<file path="config.mk">
export PLATFORM = sky130hd
export DESIGN_NAME = i2c_target
export DESIGN_NICKNAME = d
export VERILOG_FILES = /design/src/rtl/i2c_target.sv
export SDC_FILE = /design/constraint.sdc
export NUM_CORES = 1
export LEC_CHECK = 0
export CORE_MARGIN = 2
export CORE_UTILIZATION = 46
export DETAILED_ROUTE_END_ITERATION = 12
export GPL_TIMING_DRIVEN = 0
export HOLD_SLACK_MARGIN = 0.05
export PLACE_DENSITY = 0.71
export SLEW_MARGIN = 20
export SYNTH_ARGS = -nofsm -noshare
export SYNTH_HDL_FRONTEND = slang
export SYNTH_SLANG_ARGS = --single-unit
</file>
<file path="constraint.sdc">
create_clock -name sys_clk_i -period 1.96 [get_ports sys_clk_i]
set_clock_uncertainty 0.1 [all_clocks]
set_input_delay 0.392 -clock sys_clk_i [delete_from_list [all_inputs] [get_ports sys_clk_i]]
set_output_delay 0.392 -clock sys_clk_i [all_outputs]
set_load 0.1 [all_outputs]
</file>
<file path="src/rtl/i2c_target.sv">
// ---------------------------------------------------------------------------
// i2c_target
//   I2C target (slave) that exposes an 8-bit register pointer and a simple
//   one-cycle read/write strobe interface to a local register file.
//   Write transfer : START, addr+W, pointer byte, data bytes..., STOP
//   Read transfer  : START, addr+R, data bytes... (pointer auto-increments)
//   Combined       : START, addr+W, pointer, Sr, addr+R, data bytes..., STOP
//
// Parameters
//   I2C_ADDR     7-bit target address (default 7'h50)
//
// Ports
//   sys_clk_i    system clock, all logic on rising edge
//   sys_rst_i    asynchronous active-low reset
//   scl_i/sda_i  bus lines, asynchronous to sys_clk_i
//   sda_oe_o     1 = pull SDA low, 0 = release (open drain)
//   reg_addr_o   register pointer
//   reg_wdata_o  write data, valid while reg_wr_o = 1
//   reg_wr_o     one-cycle register write strobe
//   reg_rd_o     one-cycle read strobe; rd_data_i captured in that cycle
//   rd_data_i    register read data
//   busy_o       high from an address match until STOP / return to IDLE
//
// Configuration
//   I2C_TARGET_GLITCH_FILTER_EN  adds a 3-sample majority filter after each
//                                synchronizer (2 extra cycles of latency).
// ---------------------------------------------------------------------------
module i2c_target #(
  parameter logic [6:0] I2C_ADDR = 7'h50
) (
  input  logic       sys_clk_i,
  input  logic       sys_rst_i,
  input  logic       scl_i,
  input  logic       sda_i,
  output logic       sda_oe_o,
  output logic [7:0] reg_addr_o,
  output logic [7:0] reg_wdata_o,
  output logic       reg_wr_o,
  output logic       reg_rd_o,
  input  logic [7:0] rd_data_i,
  output logic       busy_o
);

  typedef enum logic [2:0] {
    IDLE     = 3'd0,
    ADDR     = 3'd1,
    ADDR_ACK = 3'd2,
    PTR      = 3'd3,
    WR       = 3'd4,
    WR_ACK   = 3'd5,
    RD       = 3'd6,
    RD_ACK   = 3'd7
  } state_t;

  logic [1:0] r_scl_sync;
  logic [1:0] r_sda_sync;
  logic       w_scl;
  logic       w_sda;
  logic       r_scl_prev;
  logic       r_sda_prev;
  logic       w_scl_rise;
  logic       w_scl_fall;
  logic       w_start;
  logic       w_stop;

  state_t     r_state,  w_state_nxt;
  logic [3:0] r_cnt,    w_cnt_nxt;
  logic [7:0] r_shift,  w_shift_nxt;
  logic       r_rw,     w_rw_nxt;
  logic [7:0] r_ptr,    w_ptr_nxt;
  logic [7:0] r_wdata,  w_wdata_nxt;
  logic       r_wr,     w_wr_nxt;
  logic       r_rd,     w_rd_nxt;
  logic       r_sda_oe, w_sda_oe_nxt;
  logic       r_busy,   w_busy_nxt;

  // Two-flop synchronizers; idle-high reset matches a released bus.
  always_ff @(posedge sys_clk_i or negedge sys_rst_i) begin
    if (!sys_rst_i) begin
      r_scl_sync <= 2'b11;
      r_sda_sync <= 2'b11;
    end else begin
      r_scl_sync <= {r_scl_sync[0], scl_i};
      r_sda_sync <= {r_sda_sync[0], sda_i};
    end
  end

`ifdef I2C_TARGET_GLITCH_FILTER_EN
  logic [1:0] r_scl_hist;
  logic [1:0] r_sda_hist;
  logic       r_scl_filt;
  logic       r_sda_filt;

  function automatic logic maj3(input logic a, input logic b, input logic c);
    return (a & b) | (a & c) | (b & c);
  endfunction

  // Majority vote over the last three synchronized samples.
  always_ff @(posedge sys_clk_i or negedge sys_rst_i) begin
    if (!sys_rst_i) begin
      r_scl_hist <= 2'b11;
      r_sda_hist <= 2'b11;
      r_scl_filt <= 1'b1;
      r_sda_filt <= 1'b1;
    end else begin
      r_scl_hist <= {r_scl_hist[0], r_scl_sync[1]};
      r_sda_hist <= {r_sda_hist[0], r_sda_sync[1]};
      r_scl_filt <= maj3(r_scl_sync[1], r_scl_hist[0], r_scl_hist[1]);
      r_sda_filt <= maj3(r_sda_sync[1], r_sda_hist[0], r_sda_hist[1]);
    end
  end

  assign w_scl = r_scl_filt;
  assign w_sda = r_sda_filt;
`else
  assign w_scl = r_scl_sync[1];
  assign w_sda = r_sda_sync[1];
`endif

  // Previous-sample registers for edge and START/STOP detection.
  always_ff @(posedge sys_clk_i or negedge sys_rst_i) begin
    if (!sys_rst_i) begin
      r_scl_prev <= 1'b1;
      r_sda_prev <= 1'b1;
    end else begin
      r_scl_prev <= w_scl;
      r_sda_prev <= w_sda;
    end
  end

  assign w_scl_rise = w_scl & ~r_scl_prev;
  assign w_scl_fall = ~w_scl & r_scl_prev;
  // SCL must be high in both samples so a simultaneous SCL/SDA change is not
  // mistaken for a START or STOP.
  assign w_start    = w_scl & r_scl_prev & r_sda_prev & ~w_sda;
  assign w_stop     = w_scl & r_scl_prev & ~r_sda_prev & w_sda;

  // State and datapath registers.
  always_ff @(posedge sys_clk_i or negedge sys_rst_i) begin
    if (!sys_rst_i) begin
      r_state  <= IDLE;
      r_cnt    <= 4'd0;
      r_shift  <= 8'h00;
      r_rw     <= 1'b0;
      r_ptr    <= 8'h00;
      r_wdata  <= 8'h00;
      r_wr     <= 1'b0;
      r_rd     <= 1'b0;
      r_sda_oe <= 1'b0;
      r_busy   <= 1'b0;
    end else begin
      r_state  <= w_state_nxt;
      r_cnt    <= w_cnt_nxt;
      r_shift  <= w_shift_nxt;
      r_rw     <= w_rw_nxt;
      r_ptr    <= w_ptr_nxt;
      r_wdata  <= w_wdata_nxt;
      r_wr     <= w_wr_nxt;
      r_rd     <= w_rd_nxt;
      r_sda_oe <= w_sda_oe_nxt;
      r_busy   <= w_busy_nxt;
    end
  end

  // Next-state and next-output logic.
  always_comb begin
    w_state_nxt  = r_state;
    w_cnt_nxt    = r_cnt;
    w_shift_nxt  = r_shift;
    w_rw_nxt     = r_rw;
    w_ptr_nxt    = r_ptr;
    w_wdata_nxt  = r_wdata;
    w_wr_nxt     = 1'b0;
    w_rd_nxt     = 1'b0;
    w_sda_oe_nxt = r_sda_oe;
    w_busy_nxt   = r_busy;

    // The read strobe cycle is the cycle rd_data_i is captured; the first
    // bit goes onto the bus straight away.
    if (r_rd) begin
      w_shift_nxt  = rd_data_i;
      w_sda_oe_nxt = ~rd_data_i[7];
    end else begin
      w_shift_nxt  = r_shift;
    end

    if (w_stop) begin
      w_state_nxt  = IDLE;
      w_cnt_nxt    = 4'd0;
      w_sda_oe_nxt = 1'b0;
      w_busy_nxt   = 1'b0;
    end else if (w_start) begin
      w_state_nxt  = ADDR;
      w_cnt_nxt    = 4'd0;
      w_sda_oe_nxt = 1'b0;
    end else begin
      case (r_state)
        IDLE: begin
          w_sda_oe_nxt = 1'b0;
          w_busy_nxt   = 1'b0;
        end
        ADDR: begin
          if (w_scl_rise && (r_cnt < 4'd8)) begin
            w_shift_nxt = {r_shift[6:0], w_sda};
            w_cnt_nxt   = r_cnt + 4'd1;
          end else if (w_scl_fall && (r_cnt == 4'd8)) begin
            w_cnt_nxt = 4'd0;
            if (r_shift[7:1] == I2C_ADDR) begin
              w_state_nxt  = ADDR_ACK;
              w_rw_nxt     = r_shift[0];
              w_sda_oe_nxt = 1'b1;
              w_busy_nxt   = 1'b1;
            end else begin
              w_state_nxt  = IDLE;
              w_sda_oe_nxt = 1'b0;
              w_busy_nxt   = 1'b0;
            end
          end else begin
            w_cnt_nxt = r_cnt;
          end
        end
        ADDR_ACK: begin
          // End of the ACK clock: hand over to pointer write or data read.
          if (w_scl_fall) begin
            w_cnt_nxt = 4'd0;
            if (r_rw) begin
              w_state_nxt = RD;
              w_rd_nxt    = 1'b1;
            end else begin
              w_state_nxt  = PTR;
              w_sda_oe_nxt = 1'b0;
            end
          end else begin
            w_cnt_nxt = r_cnt;
          end
        end
        PTR: begin
          // Counts 0..7 shift data, 8 = drive ACK, 9 = ACK clock in progress.
          if (w_scl_rise && (r_cnt < 4'd8)) begin
            w_shift_nxt = {r_shift[6:0], w_sda};
            w_cnt_nxt   = r_cnt + 4'd1;
            if (r_cnt == 4'd7) begin
              w_ptr_nxt = {r_shift[6:0], w_sda};
            end else begin
              w_ptr_nxt = r_ptr;
            end
          end else if (w_scl_fall && (r_cnt == 4'd8)) begin
            w_sda_oe_nxt = 1'b1;
            w_cnt_nxt    = 4'd9;
          end else if (w_scl_fall && (r_cnt == 4'd9)) begin
            w_sda_oe_nxt = 1'b0;
            w_cnt_nxt    = 4'd0;
            w_state_nxt  = WR;
          end else begin
            w_cnt_nxt = r_cnt;
          end
        end
        WR: begin
          if (w_scl_rise && (r_cnt < 4'd8)) begin
            w_shift_nxt = {r_shift[6:0], w_sda};
            w_cnt_nxt   = r_cnt + 4'd1;
            if (r_cnt == 4'd7) begin
              w_wr_nxt    = 1'b1;
              w_wdata_nxt = {r_shift[6:0], w_sda};
            end else begin
              w_wr_nxt    = 1'b0;
            end
          end else if (w_scl_fall && (r_cnt == 4'd8)) begin
            w_sda_oe_nxt = 1'b1;
            w_cnt_nxt    = 4'd0;
            w_state_nxt  = WR_ACK;
          end else begin
            w_cnt_nxt = r_cnt;
          end
        end
        WR_ACK: begin
          if (w_scl_fall) begin
            w_sda_oe_nxt = 1'b0;
            w_ptr_nxt    = r_ptr + 8'd1;
            w_state_nxt  = WR;
          end else begin
            w_ptr_nxt = r_ptr;
          end
        end
        RD: begin
          if (w_scl_rise && (r_cnt < 4'd8)) begin
            w_cnt_nxt = r_cnt + 4'd1;
          end else if (w_scl_fall && (r_cnt == 4'd8)) begin
            w_sda_oe_nxt = 1'b0;
            w_cnt_nxt    = 4'd0;
            w_state_nxt  = RD_ACK;
          end else if (w_scl_fall && (r_cnt != 4'd0)) begin
            w_shift_nxt  = {r_shift[6:0], 1'b0};
            w_sda_oe_nxt = ~r_shift[6];
          end else begin
            w_cnt_nxt = r_cnt;
          end
        end
        RD_ACK: begin
          // r_cnt = 1 marks a master ACK seen on this clock.
          if (w_scl_rise) begin
            if (!w_sda) begin
              w_ptr_nxt = r_ptr + 8'd1;
              w_cnt_nxt = 4'd1;
            end else begin
              w_state_nxt = IDLE;
              w_busy_nxt  = 1'b0;
            end
          end else if (w_scl_fall && (r_cnt == 4'd1)) begin
            w_rd_nxt    = 1'b1;
            w_cnt_nxt   = 4'd0;
            w_state_nxt = RD;
          end else begin
            w_cnt_nxt = r_cnt;
          end
        end
        default: begin
          w_state_nxt  = IDLE;
          w_sda_oe_nxt = 1'b0;
          w_busy_nxt   = 1'b0;
        end
      endcase
    end
  end

  assign sda_oe_o    = r_sda_oe;
  assign reg_addr_o  = r_ptr;
  assign reg_wdata_o = r_wdata;
  assign reg_wr_o    = r_wr;
  assign reg_rd_o    = r_rd;
  assign busy_o      = r_busy;

endmodule
</file>
# == Yosys cells after proc, flatten, opt, wreduce, memory -nomap -nowiden ==
# Index checks and enable logic that the tools add are counted.
# W data, S select, Z words.
# op_classes
add_sub_neg,2
mul,0
div,0
n_lt_le_gt_ge,1
n_eq_ne,38
shifts,0
n_mux,82
bitwise_logic,16
reduce_logical,19
# ops
operator,n
$mux W8,12
$mux W3,17
$mux W4,11
$ne A4 B4 Y1 const B,11
$mux W1,34
$pmux W8 S3,1
$pmux W3 S7,1
$reduce_and A6 Y1,3
$pmux W4 S4,1
$pmux W8 S2,1
$ne A5 B5 Y1 const B,3
$reduce_and A14 Y1,1
$eq A3 B3 Y1 const B,4
$ne A3 B3 Y1 const B,4
$ne A2 B2 Y1 const B,5
$not A1 Y1,9
$reduce_bool A9 Y1,1
$add A8 B1 Y8 const B,1
$eq A4 B4 Y1 const B,2
$reduce_and A8 Y1,1
$reduce_bool A4 Y1,2
$and A1 B1 Y1,7
$eq A7 B7 Y1 const B,1
$pmux W1 S7,1
18 further kinds,24
# word_totals
reg_bits,42
latch_bits,0
ramBits,0
mem_bits_ro,0
input_bits,12
out_inout_bits,20
wordCells,172
memories,0

# == Depth between registers and ports, before layout ==
# depth
depth_word,9
ltp_mapped,10
mapped_depth_nobuf,8

# == Worst setup path before layout ==
# Ideal clock, no wire load.
# synth_timing
path_kind,reg2reg
start,"register r_rd, in the netlist reg_rd_o"
end,"register r_sda_oe, in the netlist sda_oe_o"
setup_ns,0.104
arrival_ns,2.141
required_time_ns,1.756
setup_slack_ns,-0.385
path_stages_with_launch,7
n_path_buf,1
period_less_slack_ns,2.345
cell_sequence,dfrtp_1 -> buf_2 -> o21ai_0 -> o21bai_1 -> a21oi_1 -> a311oi_1 -> a221oi_1
# synth_between
elab_chain_len,7
word_cells_on_any_way,17
classes_between,mux (17)
# synth_rtl
item,line,source
start: declaration,73,"logic r_rd, w_rd_nxt;"
start signal: assignment,159,r_rd <= w_rd_nxt;
$mux W1 (*),180,if (r_rd) begin
$mux W1 (on tied branches),"292, 250",
$mux W1 (on tied branches),"288, 247",
$mux W1 (on tied branches),"286, 239",
$pmux W1 S7 (*),197,case (r_state)
$mux W1 (*),192,end else if (w_start) begin
$mux W1 (*),187,if (w_stop) begin
via w_sda_oe_nxt,74,"logic r_sda_oe, w_sda_oe_nxt;"
end signal: assignment,160,r_sda_oe <= w_sda_oe_nxt;
end: declaration,74,
# Mark *: on every way through the listed nets, which the timed path passes. The rest lies on a longest branch.
# A chain may end at the register's enable or synchronous reset.

# == Final worst setup path ==
# layout_timing
start,register r_scl_prev
end,register r_state[0]
# layout_between
elab_chain_len,6
word_cells_on_any_way,31
classes_between,eq/ne (13); mux (4); bitwise (8); reduce/logical (6)
# layout_rtl
item,line,source
start: declaration,59,logic r_scl_prev;
start signal: assignment,126,r_scl_prev <= w_scl;
"parallel branches: the longest is 6 deep, another holds $reduce_and A14 Y1",n/a,
end signal: assignment,152,r_state <= w_state_nxt;
end: declaration,66,"state_t r_state, w_state_nxt;"
# Several ways; the timed one is not identified.

==> impl_results.md <==
- Status: finished, violations left
- Failing checks: negative setup slack
- Reg clk slew, reported paths: approximately 0.090 ns
- DP HPWL: 4.14 mm
- #FFs+latches synth: 42
- Synthesized net count: 266
- VDD IR-drop max: 548 uV
- Commonest non-fill, non-tap cell in the layout: dfrtp_1
- RSZ-0062 raised after global routing: yes
- Largest net degree at the start of global routing: 27
- Post-route setup slack: -0.180 ns
- Crit-path leading delay family: compound AO/OA/AOI/OAI gates
- Via-to-Cell Ratio: approximately 5.9
- Avg Cell Area, Syn: approximately 9.5 sq um
- Crit path kind: flop to flop
- Post-DRT Antenna Nets: 0
- Reg area: ~1100 sq um
- Final Slew Violations: 0
- Layout cell share with drive strength beyond 1: 37.8%
- # setup viols final: 8
- DIE AREA: approximately 5800 sq um
- Post-synth EDFFs: 0
- Synth async-reset ratio: 100%
- Vias in the first global route: just over 2,000
- Clock Path Buffers: 2
- Clk_lat worst skew: 0.31 ns
- Pre-antenna DRT Iters: 5
- Area delta synth->final: 37.7%
- Htree depth: 2
- Slew Limit Headroom: between 60% and 70%
- Antenna violations before repair: 0
- Worst hold path startpoint: r_sda_sync[0]
- Startpoint types: flop
- Slew @ Worst Pin: approximately 0.56 ns
- Cell count after synthesis: 250
- Commonest non-fill, non-tap cells in the layout: dfrtp_1, nand2_1, clkdlybuf4s15_2
- Worst min-delay path class: flop to flop
- Multi-input combinational cell area: 1400 sq um
- Antenna cells: 0
- Hold Violations, Final: 0
- Initial Util: a little under half
- Max-cap violations: 0
- Final Cycle Share: 109%
- Fmax achieved: around 470 MHz
- Data arrival, critical path: ~2.2 ns
- DIE WIDTH: around 76 microns
- WP buf/inv: 0
- Yosys warnings: 0
- Gr ovfl total: 0
- CTS Root Cell: clkbuf_8
- Port buffer count: 31
- Pre-CTS setup slack: -0.473 ns
- Slowest stage cell on the critical path: dfstp_2
- Placer congestion estimate: 0.904
- Core area: 5040 sq um
- WL per Instance: 17.2 microns
- Layout fillers: between 300 and 400
- Cell Chain, Critical Path: and2b_2, o22ai_2, a211o_1, a211oi_4, nor2_2, mux2_4
- Mapped Area: between 2000 and 2500 sq um
- Routed wire length: between 6 and 7 mm
- Via count: between 2,000 and 2,500
- Worst Path Required: approximately 2.1 ns
- Crit path time final: roughly 2.1 ns
- Total power per unit cell area: roughly 650 nW/um^2
- Critical path origin: r_scl_prev
- Die Ht: 75.8 microns
- Register area share after synthesis: between 40% and 50%
- Final nets: between 300 and 400
- Total CTS buffers: 5
- Main flop type after synthesis: dfrtp_1
- Drt initial violations: 143
- Endpoint type of the worst setup path: flop
- Critical Path Max Stage Delay: around 0.63 ns
- CTS sink count: 42
- Global-route wire length before repair: between 9 and 10 mm
- Launching point of the worst reg2reg path: r_scl_prev
- Leak: about 1.3 nW
- Gr usage total: a little under a quarter
- Synth unique cells: 55
- # IOs: 32
- Setup TNS: -0.778 ns
- Row count: 26
- DRC errors left: 0
- Crit-path max FO: 7
- CTS tree: done
## cells in the mapped netlist (all sizes together) (2+ instances only)
cell,instances,area (sq um)
nand2,22,82.6
a41o,2,20.0
a311oi,2,17.5
mux2,10,116
buf,8,46.3
mux2i,10,100
a31oi,7,43.8
a211o,2,17.5
a21oi,20,100
dfstp,6,158
inv,5,18.8
o21bai,2,15.0
nor3,9,56.3
nor3b,5,42.5
o22a,2,17.5
ha,4,50.1
and3,4,26.3
clkbuf,6,23.8
dfrtp,36,901
o21ai,36,180
nand3,6,30.0
nand2b,5,33.8
o22ai,2,12.5
nor2b,2,12.5
o21a,2,15.0
and2b,2,16.3
nor2,14,55.1
a211oi,3,27.5
## through the flow
step                utilization [%]  hold WS [ns]  total power [mW]  cell area, sq um  instances
global placement               55.4         0.247              1.42              2790        351
global route                   64.8         0.262              2.21              3270        377
floorplan                         -      -0.00359              1.28              2400        250
detailed placement             55.7         0.242              1.43              2810        352
CTS                            61.6         0.261              2.07              3110        371
finish                         64.8         0.260              2.12              3270        377
## layout make-up
class,count,share of cell area [%]
Tap cell,70,2.68
Buffer,11,2.30
Inverter,5,0.574
Clock buffer,5,2.10
Timing Repair Buffer,52,16.3
Sequential cell,42,32.6
Clock inverter,3,0.727
Multi-Input combinational cell,189,42.7
## power breakdown
part / switching (mW) / internal, mW / leakage [nW] / total [mW]
registers: 0.152 / 0.965 / 0.531 / 1.12
clock network: 0.333 / 0.255 / 0.0408 / 0.588
logic: 0.203 / 0.208 / 0.722 / 0.410
total: 0.688 / 1.43 / 1.29 / 2.12
## worst reg2reg max path, delay by kind of cell, from the launching register on
| kind | cells | cell delay (ns) |
|---|---|---|
| and+or+nand+nor | 2 | 0.34 |
| muxes | 1 | 0.30 |
| DFF | 1 | 0.63 |
| AOI/OAI and AO/OA | 3 | 0.68 |
## worst paths after layout
check | end | slack (ns) | cells after the start
hold / removal | r_sda_sync[1] | 0.26 | 0
setup / recovery | r_state[0] | -0.18 | 6
hold reg to reg | r_sda_sync[1] | 0.26 | 0
max in group asynchronous | reg_addr_o[1] | 0.82 | 3
setup reg to reg | r_state[0] | -0.18 | 6
min in group asynchronous | reg_wdata_o[1] | 0.44 | 2
## cell families after synthesis
logic type	synth area share, %
buffers and inverters	3.74
multiplexers	9.12
adder cells (fa/ha/maj)	2.11
flip-flops	44.6
AO/OA/AOI/OAI	22.6
AND/OR/NAND/NOR	17.5
XOR/XNOR	0.369
## sequential cells by signal, indices dropped and copies added (netlist names), 2 cells and up
name and cells:
r_shift 8, reg_addr_o 8, reg_wdata_o 8, r_cnt 4, r_state 3, r_scl_sync 2, r_sda_sync 2
## per-layer routing
metal  wire (microns)  vias to the layer above  GRT usage [%]
li1                 -                     1038              -
met2             2970                      103           36.2
met1             2960                     1071           32.6
met5                0                        -              0
met3              389                       17           4.10
met4              150                        0           9.16
## repair_timing
action,CTS,global route
gates resized for setup,83,48
buffers inserted,12,7
hold buffers,1,0
setup endpoints to repair,54,33
hold endpoints to repair,10,0
pin swaps,7,8
Power figures use the tool's default switching activity.
